File: src/rtl/zx_mem_pkg.sv
// Shared definitions for the ZX RAM arbiter: FSM state encoding, default
// parameter values and the video address helper.
package zx_mem_pkg;

   typedef enum logic [2:0] {
      ST_IDLE  = 3'd0,
      ST_V_ISS = 3'd1,
      ST_V_DAT = 3'd2,
      ST_C_ISS = 3'd3,
      ST_C_DAT = 3'd4
   } arb_state_t;

   localparam logic [1:0]  VID_BASE_DEF     = 2'b01;
   localparam int unsigned CPU_MAX_WAIT_DEF = 32'd2;

   // Video fetches live in a fixed 16 KiB page selected by the two base bits.
   function automatic logic [15:0] vid_ram_addr(input logic [1:0] base, input logic [13:0] addr);
      return {base, addr};
   endfunction

   function automatic int unsigned cnt_width(input int unsigned max_wait);
      if (max_wait < 32'd1) begin
         return 32'd1;
      end else begin
         return $clog2(max_wait + 32'd1);
      end
   endfunction

endpackage

File: src/rtl/zx_ram_arbiter_if.sv
// Bus bundle between the arbiter, its CPU/video clients and the RAM wrapper.
// slave = arbiter view, master = client/RAM view.
interface zx_ram_arbiter_if;

   logic        cpu_req;
   logic        cpu_we;
   logic [15:0] cpu_addr;
   logic [7:0]  cpu_din;
   logic        cpu_ack;
   logic [7:0]  cpu_dout;

   logic        vid_req;
   logic [13:0] vid_addr;
   logic        vid_valid;
   logic [7:0]  vid_data;
   logic        vid_ovr;

   logic        ram_we;
   logic [15:0] ram_addr;
   logic [7:0]  ram_din;
   logic [7:0]  ram_dout;

   modport slave (
      input  cpu_req, cpu_we, cpu_addr, cpu_din,
      input  vid_req, vid_addr,
      input  ram_dout,
      output cpu_ack, cpu_dout,
      output vid_valid, vid_data, vid_ovr,
      output ram_we, ram_addr, ram_din
   );

   modport master (
      output cpu_req, cpu_we, cpu_addr, cpu_din,
      output vid_req, vid_addr,
      output ram_dout,
      input  cpu_ack, cpu_dout,
      input  vid_valid, vid_data, vid_ovr,
      input  ram_we, ram_addr, ram_din
   );

endinterface

File: src/rtl/zx_ram_arbiter.sv
// Two-cycle-per-access arbiter sharing one byte-wide RAM port between the CPU
// and the video fetcher; video has priority, bounded by CPU_MAX_WAIT grants.
module zx_ram_arbiter
   import zx_mem_pkg::*;
#(
   parameter logic [1:0]  VID_BASE     = VID_BASE_DEF,
   parameter int unsigned CPU_MAX_WAIT = CPU_MAX_WAIT_DEF
) (
   input logic             clk,
   input logic             rst_n,
   zx_ram_arbiter_if.slave bus
);

   localparam int unsigned      CNT_W   = cnt_width(CPU_MAX_WAIT);
   localparam logic [CNT_W-1:0] CNT_MAX = CNT_W'(CPU_MAX_WAIT);
   localparam logic [CNT_W-1:0] CNT_ONE = CNT_W'(1'b1);

   arb_state_t       state_r;
   arb_state_t       next_s;
   logic             cpu_pend_s;
   logic             cpu_first_s;
   logic [15:0]      ram_addr_s;
   logic [7:0]       ram_din_s;
   logic             ram_we_s;

   logic             vid_pend_r;
   logic [13:0]      vid_paddr_r;
   logic             vid_ovr_r;
   logic [CNT_W-1:0] cnt_r;

   logic             ram_we_r;
   logic [15:0]      ram_addr_r;
   logic [7:0]       ram_din_r;
   logic             cpu_ack_r;
   logic [7:0]       cpu_dout_r;
   logic             vid_valid_r;
   logic [7:0]       vid_data_r;

   // Arbitration: the CPU is not re-granted while its ack is being produced.
   always_comb begin
      cpu_pend_s  = bus.cpu_req && (state_r != ST_C_DAT) && !cpu_ack_r;
      cpu_first_s = cpu_pend_s && (cnt_r == CNT_MAX);
      next_s      = state_r;
      case (state_r)
         ST_IDLE, ST_V_DAT, ST_C_DAT: begin
            if (vid_pend_r && !cpu_first_s) begin
               next_s = ST_V_ISS;
            end else if (cpu_pend_s) begin
               next_s = ST_C_ISS;
            end else begin
               next_s = ST_IDLE;
            end
         end
         ST_V_ISS: next_s = ST_V_DAT;
         ST_C_ISS: next_s = ST_C_DAT;
         default:  next_s = ST_IDLE;
      endcase
   end

   // RAM port values for the state being entered; a same-cycle vid_req overwrites the issue address.
   always_comb begin
      ram_addr_s = ram_addr_r;
      ram_din_s  = 8'h00;
      ram_we_s   = 1'b0;
      case (next_s)
         ST_V_ISS: begin
            if (bus.vid_req) begin
               ram_addr_s = vid_ram_addr(VID_BASE, bus.vid_addr);
            end else begin
               ram_addr_s = vid_ram_addr(VID_BASE, vid_paddr_r);
            end
         end
         ST_C_ISS: begin
            ram_addr_s = bus.cpu_addr;
            ram_din_s  = bus.cpu_din;
            ram_we_s   = bus.cpu_we;
         end
         ST_C_DAT: begin
            ram_addr_s = bus.cpu_addr;
            ram_din_s  = bus.cpu_din;
         end
         ST_V_DAT, ST_IDLE: ram_addr_s = ram_addr_r;
         default:           ram_addr_s = ram_addr_r;
      endcase
   end

   // State register, registered RAM port and client result outputs.
   always_ff @(posedge clk) begin
      if (!rst_n) begin
         state_r     <= ST_IDLE;
         ram_we_r    <= 1'b0;
         ram_addr_r  <= 16'h0000;
         ram_din_r   <= 8'h00;
         cpu_ack_r   <= 1'b0;
         cpu_dout_r  <= 8'h00;
         vid_valid_r <= 1'b0;
         vid_data_r  <= 8'h00;
      end else begin
         state_r     <= next_s;
         ram_we_r    <= ram_we_s;
         ram_addr_r  <= ram_addr_s;
         ram_din_r   <= ram_din_s;
         cpu_ack_r   <= (state_r == ST_C_DAT);
         vid_valid_r <= (state_r == ST_V_DAT);
         if ((state_r == ST_C_DAT) && !bus.cpu_we) begin
            cpu_dout_r <= bus.ram_dout;
         end else begin
            cpu_dout_r <= cpu_dout_r;
         end
         if (state_r == ST_V_DAT) begin
            vid_data_r <= bus.ram_dout;
         end else begin
            vid_data_r <= vid_data_r;
         end
      end
   end

   // One-deep video pending entry and sticky overrun flag.
   always_ff @(posedge clk) begin
      if (!rst_n) begin
         vid_pend_r  <= 1'b0;
         vid_paddr_r <= 14'h0000;
         vid_ovr_r   <= 1'b0;
      end else begin
         if (bus.vid_req) begin
            vid_pend_r  <= 1'b1;
            vid_paddr_r <= bus.vid_addr;
            if (vid_pend_r && (state_r != ST_V_ISS)) begin
               vid_ovr_r <= 1'b1;
            end else begin
               vid_ovr_r <= vid_ovr_r;
            end
         end else if (state_r == ST_V_ISS) begin
            vid_pend_r  <= 1'b0;
            vid_paddr_r <= vid_paddr_r;
            vid_ovr_r   <= vid_ovr_r;
         end else begin
            vid_pend_r  <= vid_pend_r;
            vid_paddr_r <= vid_paddr_r;
            vid_ovr_r   <= vid_ovr_r;
         end
      end
   end

   // Consecutive video grants seen by a waiting CPU, saturating at CPU_MAX_WAIT.
   always_ff @(posedge clk) begin
      if (!rst_n) begin
         cnt_r <= '0;
      end else if (!bus.cpu_req) begin
         cnt_r <= '0;
      end else if (next_s == ST_C_ISS) begin
         cnt_r <= '0;
      end else if ((next_s == ST_V_ISS) && (cnt_r != CNT_MAX)) begin
         cnt_r <= cnt_r + CNT_ONE;
      end else begin
         cnt_r <= cnt_r;
      end
   end

   assign bus.ram_we    = ram_we_r;
   assign bus.ram_addr  = ram_addr_r;
   assign bus.ram_din   = ram_din_r;
   assign bus.cpu_ack   = cpu_ack_r;
   assign bus.cpu_dout  = cpu_dout_r;
   assign bus.vid_valid = vid_valid_r;
   assign bus.vid_data  = vid_data_r;
   assign bus.vid_ovr   = vid_ovr_r;

endmodule

File: src/flat_wrapper.sv
// flat-port wrapper written by rule: the top's interface ports become plain ports
module zx_ram_arbiter_flat import zx_mem_pkg::*;
#(
   parameter logic [1:0]  VID_BASE     = VID_BASE_DEF,
   parameter int unsigned CPU_MAX_WAIT = CPU_MAX_WAIT_DEF
)
  (clk, rst_n, bus_cpu_req, bus_cpu_we, bus_cpu_addr, bus_cpu_din, bus_vid_req, bus_vid_addr, bus_ram_dout, bus_cpu_ack, bus_cpu_dout, bus_vid_valid, bus_vid_data, bus_vid_ovr, bus_ram_we, bus_ram_addr, bus_ram_din);
  zx_ram_arbiter_if bus_i ();
  input logic clk;
  input logic rst_n;
  input wire logic [$bits(bus_i.cpu_req)-1:0] bus_cpu_req;
  input wire logic [$bits(bus_i.cpu_we)-1:0] bus_cpu_we;
  input wire logic [$bits(bus_i.cpu_addr)-1:0] bus_cpu_addr;
  input wire logic [$bits(bus_i.cpu_din)-1:0] bus_cpu_din;
  input wire logic [$bits(bus_i.vid_req)-1:0] bus_vid_req;
  input wire logic [$bits(bus_i.vid_addr)-1:0] bus_vid_addr;
  input wire logic [$bits(bus_i.ram_dout)-1:0] bus_ram_dout;
  output wire logic [$bits(bus_i.cpu_ack)-1:0] bus_cpu_ack;
  output wire logic [$bits(bus_i.cpu_dout)-1:0] bus_cpu_dout;
  output wire logic [$bits(bus_i.vid_valid)-1:0] bus_vid_valid;
  output wire logic [$bits(bus_i.vid_data)-1:0] bus_vid_data;
  output wire logic [$bits(bus_i.vid_ovr)-1:0] bus_vid_ovr;
  output wire logic [$bits(bus_i.ram_we)-1:0] bus_ram_we;
  output wire logic [$bits(bus_i.ram_addr)-1:0] bus_ram_addr;
  output wire logic [$bits(bus_i.ram_din)-1:0] bus_ram_din;
  assign bus_i.cpu_req = bus_cpu_req;
  assign bus_i.cpu_we = bus_cpu_we;
  assign bus_i.cpu_addr = bus_cpu_addr;
  assign bus_i.cpu_din = bus_cpu_din;
  assign bus_i.vid_req = bus_vid_req;
  assign bus_i.vid_addr = bus_vid_addr;
  assign bus_i.ram_dout = bus_ram_dout;
  assign bus_cpu_ack = bus_i.cpu_ack;
  assign bus_cpu_dout = bus_i.cpu_dout;
  assign bus_vid_valid = bus_i.vid_valid;
  assign bus_vid_data = bus_i.vid_data;
  assign bus_vid_ovr = bus_i.vid_ovr;
  assign bus_ram_we = bus_i.ram_we;
  assign bus_ram_addr = bus_i.ram_addr;
  assign bus_ram_din = bus_i.ram_din;
  zx_ram_arbiter #(.VID_BASE(VID_BASE), .CPU_MAX_WAIT(CPU_MAX_WAIT)) u_core (.clk(clk), .rst_n(rst_n), .bus(bus_i));
endmodule
File: config.mk
export PLATFORM = sky130hd
export DESIGN_NAME = zx_ram_arbiter_flat
export DESIGN_NICKNAME = d
export VERILOG_FILES = /design/src/rtl/zx_mem_pkg.sv /design/src/rtl/zx_ram_arbiter_if.sv /design/src/rtl/zx_ram_arbiter.sv /design/src/flat_wrapper.sv
export SDC_FILE = /design/constraint.sdc
export NUM_CORES = 1
export LEC_CHECK = 0
export CORE_ASPECT_RATIO = 0.8
export CORE_MARGIN = 4
export CORE_UTILIZATION = 40
export CTS_BUF_LIST = sky130_fd_sc_hd__clkbuf_8
export DETAILED_ROUTE_END_ITERATION = 8
export GPL_TIMING_DRIVEN = 0
export PLACE_DENSITY = 0.73
export SYNTH_ARGS = -nofsm -noshare
export SYNTH_HDL_FRONTEND = slang
export SYNTH_SLANG_ARGS = --single-unit
File: constraint.sdc
create_clock -name clk -period 4.7 [get_ports clk]
set_input_delay 0.94 -clock clk [delete_from_list [all_inputs] [get_ports clk]]
set_output_delay 0.94 -clock clk [all_outputs]
set_load 0.005 [all_outputs]
==> results.cfg, run 1 <==
[outcome]
outcome = finished, final reports clean

[pwr]
worst_ir_drop_on_vdd_uv = 281
static_leakage_nw = 1.48
power_per_cell_area_mw_per_mm2 = 368
report.power.total_mw = 1.38

[cts]
post_cts.repair.setup_buffers = 0
number_of_hold_buffers_added_after_cts = 0
htreeDepth = 3
numCtsBuffers = 9
cts_tree = yes
worst_skew_pair.late_latency_ns = 0.34
cts_max_path_buffers = 2
resize_count_post_cts = 0
clk_sink_count = 64
clockRootBuffer = clkbuf_8
clk_transition_reported_paths_ns = 0.07

[hold_path]
min_from = u_core.bus.cpu_dout[3]
hold_depth = 2
hold_path.class = flop to flop
hold-path-endpoint = u_core.bus.cpu_dout[3]

[timing]
final-hold-violation-count = 0
fin_worst_skew_ns = 0.00479
timing.setup.tns_ns = 0
setup_repair_after_global_routing_missed_its_margin = false
tightest_slew_ns = 0.504
layout_min_cycle_time_ns = 2.33
layout_setup_ws_ns = 2.37
finalMaxSlewViolations = 0
finalSetupViolCount = 0
period_share_pct = 49.6
fmax_achieved_ghz = 0.429
max_slew_margin_pct = 66.2

[global_routing]
grt_start_max_net_pins = 12
grt_first_pass_wirelength_um = 9680
grt_antenna_before_repair = 0
gr-total-overflow = 0
grtUsageTotal_pct = 17.0
number_of_global_route_vias_before_repair = 1982

[die]
rows = 25
chipHeight_um = 78.4
start_util_pct = 41.7
io-pin-count = 95
fp.coreArea_mm2 = 0.00594
die_width_um = 96.0
design.die.area_mm2 = 0.00752

[worst_setup_path]
critPathSlowestCell = clkdlybuf4s50_1
critical_path.startpoint_type = input port
cp.buffers_inverters = 2
cp-end-kind = flop
crit_family = buffers and inverters
critical_path_class = input port to flop
r2r.worst_path.cells = 7
reg2reg_setup_slack_ns = 2.99
rr_startpoint = u_core.cnt_r[0]
cp.required_ns = 4.93
crit_path_cell_trace = clkdlybuf4s50_1 -> nor2b_2 -> a31o_2 -> buf_2 -> nand2b_1 -> a32o_1
reg2reg_to = u_core.bus.ram_addr[5]
critical_path.max_fanout = 10
critical_path_s_largest_stage_delay_ns = 0.47
worstPathArrival_ns = 2.56

[drt]
drt_wl_cell_um = 14.3
dr.pass1.iters = 5
total_via_count_in_the_routed_design = 2052
detail-route-antenna-nets = 0
drtIter0Drc = 60
wl_um = 6150
detail_route.vias_per_cell = 4.76
post-route-drc-count = 0

[final_layout]
final_common_cell = clkdlybuf4s50_1
area_growth_syn_to_layout_pct = 51.6
stdcell_count = 431
fillCellCount = 534
most-common-layout-cells = clkdlybuf4s50_1, dfxtp_1, nand2_1, nor2b_1, mux2i_1
seqCellArea_mm2 = 0.00128
antenna-diode-count = 0
combined_area_of_the_multi_input_logic_cells_mm2 = 0.00111
nNetsFinal = 397
post_route_cells_drive_above_1_share_pct = 8.86

[yosys]
yosys_warnings = 0
yosysSeqAreaShare_pct = 51.7
postSynthNetCount = 293
post_synthesis_register_bit_count = 64
syn_inst = 241
mean_syn_cell_area_um2 = 10.3
synthDistinctLibCells = 34
post_synth_instance_area_mm2 = 0.00248

[run]
timing.max_cap.violations = 0

[place]
gp_congestion = 0.771
detailed_place_hpwl_um = 4640
dp_cells = 415
place.port_buffers = 93
pre_cts_slack_ns = 2.00
[state kept, by name (all words and copies together) (netlist names)]
signal,flops
u_core.state_r,3
u_core.bus.ram_din,8
u_core.bus.vid_ovr,1
u_core.bus.ram_we,1
u_core.bus.vid_valid,1
u_core.bus.cpu_dout,8
u_core.vid_paddr_r,14
u_core.bus.cpu_ack,1
u_core.bus.vid_data,8
u_core.vid_pend_r,1
u_core.cnt_r,2
u_core.bus.ram_addr,16
[worst min-delay path, cell delays in order, from the launching register on]
cell and delay (ns):
dfxtp_1 0.31, nand2_1 0.05, a21boi_1 0.05
[per-stage QoR]
| step | hold slack (ns) | utilization, % | cell area [um^2] |
|---|---|---|---|
| global route | 0.476 | 63.2 | 3750 |
| finish | 0.455 | 63.2 | 3750 |
| detailed placement | 0.448 | 59.1 | 3510 |
| floorplan | 0.438 | - | 2480 |
| global placement | 0.441 | 59.1 | 3510 |
| CTS | 0.458 | 63.2 | 3750 |
[synth_stat cells]
master | count | area, um^2
dfxtp_1 | 64 | 1280
nand2_1 | 32 | 120
nor2b_1 | 24 | 150
mux2i_1 | 23 | 230
nand2b_1 | 18 | 113
a32o_1 | 15 | 150
and3_1 | 9 | 56.3
a21boi_1 | 8 | 60.1
buf_2 | 7 | 35.0
clkbuf_1 | 6 | 22.5
nor2_1 | 4 | 15.0
inv_1 | 3 | 11.3
nand3_1 | 3 | 15.0
a21oi_1 | 2 | 10.0
and2_1 | 2 | 12.5
nor2b_2 | 2 | 17.5
o21a_1 | 2 | 15.0
a22oi_1 | 1 | 7.51
a31o_2 | 1 | 8.76
a31oi_4 | 1 | 21.3
and2_4 | 1 | 8.76
and3b_1 | 1 | 8.76
buf_4 | 1 | 7.51
buf_6 | 1 | 11.3
ha_1 | 1 | 12.5
nor2_2 | 1 | 6.26
nor3_2 | 1 | 10.0
nor3b_1 | 1 | 7.51
o211a_1 | 1 | 10.0
o221a_1 | 1 | 11.3
o311a_1 | 1 | 10.0
or2_1 | 1 | 6.26
or3_1 | 1 | 6.26
xnor2_1 | 1 | 8.76
[worst max-delay path by stage]
stage,from,endpoint,slack (ns),cells after the start
floorplan,bus_cpu_req,u_core.bus.ram_addr[10],2.60,5
CTS,bus_cpu_req,u_core.bus.ram_addr[5],2.37,6
finish,bus_cpu_req,u_core.bus.ram_addr[4],2.37,6
global route,bus_cpu_req,u_core.bus.ram_addr[3],2.25,6
global placement,bus_cpu_req,u_core.bus.ram_addr[10],2.03,6
detailed placement,bus_cpu_req,u_core.bus.ram_addr[4],2.00,6
[cell type report]
cell class / instances / area share (%)
plain buffers: 15 / 2.03
clock buffers: 10 / 3.67
clock inverters: 6 / 2.87
inverters: 3 / 0.300
multi-input cells: 159 / 29.5
flip-flops and latches: 64 / 34.1
well taps: 81 / 2.70
repair buffers: 93 / 24.8
[where the power goes]
part,switching [mW],internal [mW],leakage [nW]
clock network,0.207,0.365,0.128
registers,0.0173,0.578,0.524
logic,0.0845,0.131,0.831
total,0.309,1.07,1.48
[routing by layer]
| metal | vias up | GRT usage (%) | wire (um) |
|---|---|---|---|
| li1 | 1038 | - | - |
| met1 | 928 | 22.4 | 2920 |
| met2 | 79 | 24.6 | 2590 |
| met3 | 7 | 8.05 | 571 |
| met4 | 0 | 4.69 | 71 |
| met5 | - | 0 | 0 |
[cell families (layout without fill, tap and decap cells)]
logic type / Yosys count / in the layout / share of synthesized area, %
flops: 64 / 64 / 51.7
fa+ha+maj: 1 / 1 / 0.505
simple gates: 101 / 101 / 22.3
xor+xnor: 1 / 1 / 0.354
mux: 23 / 23 / 9.29
buf+inv: 18 / 127 / 3.54
compound gates: 33 / 33 / 12.3
(Power assumes the default switching activity.)
==> run 2: changes to the inputs <==
==> constraint.sdc (replaced) <==
create_clock -name clk -period 2.3 [get_ports clk]
set_input_delay 0.46 -clock clk [delete_from_list [all_inputs] [get_ports clk]]
set_output_delay 0.46 -clock clk [all_outputs]
set_load 0.005 [all_outputs]
==> results of run 2 <==
The final DEF is identical to that of run 1. Status: finished, final reports clean.
Among the figures that moved: setup slack after placement 2.00 ns -> 0.0846 ns; setup slack after layout 2.37 ns -> 0.449 ns; register-to-register setup slack 2.99 ns -> 0.59 ns; total power 1.38 mW -> 2.83 mW; worst IR drop on VDD 281 uV -> 575 uV
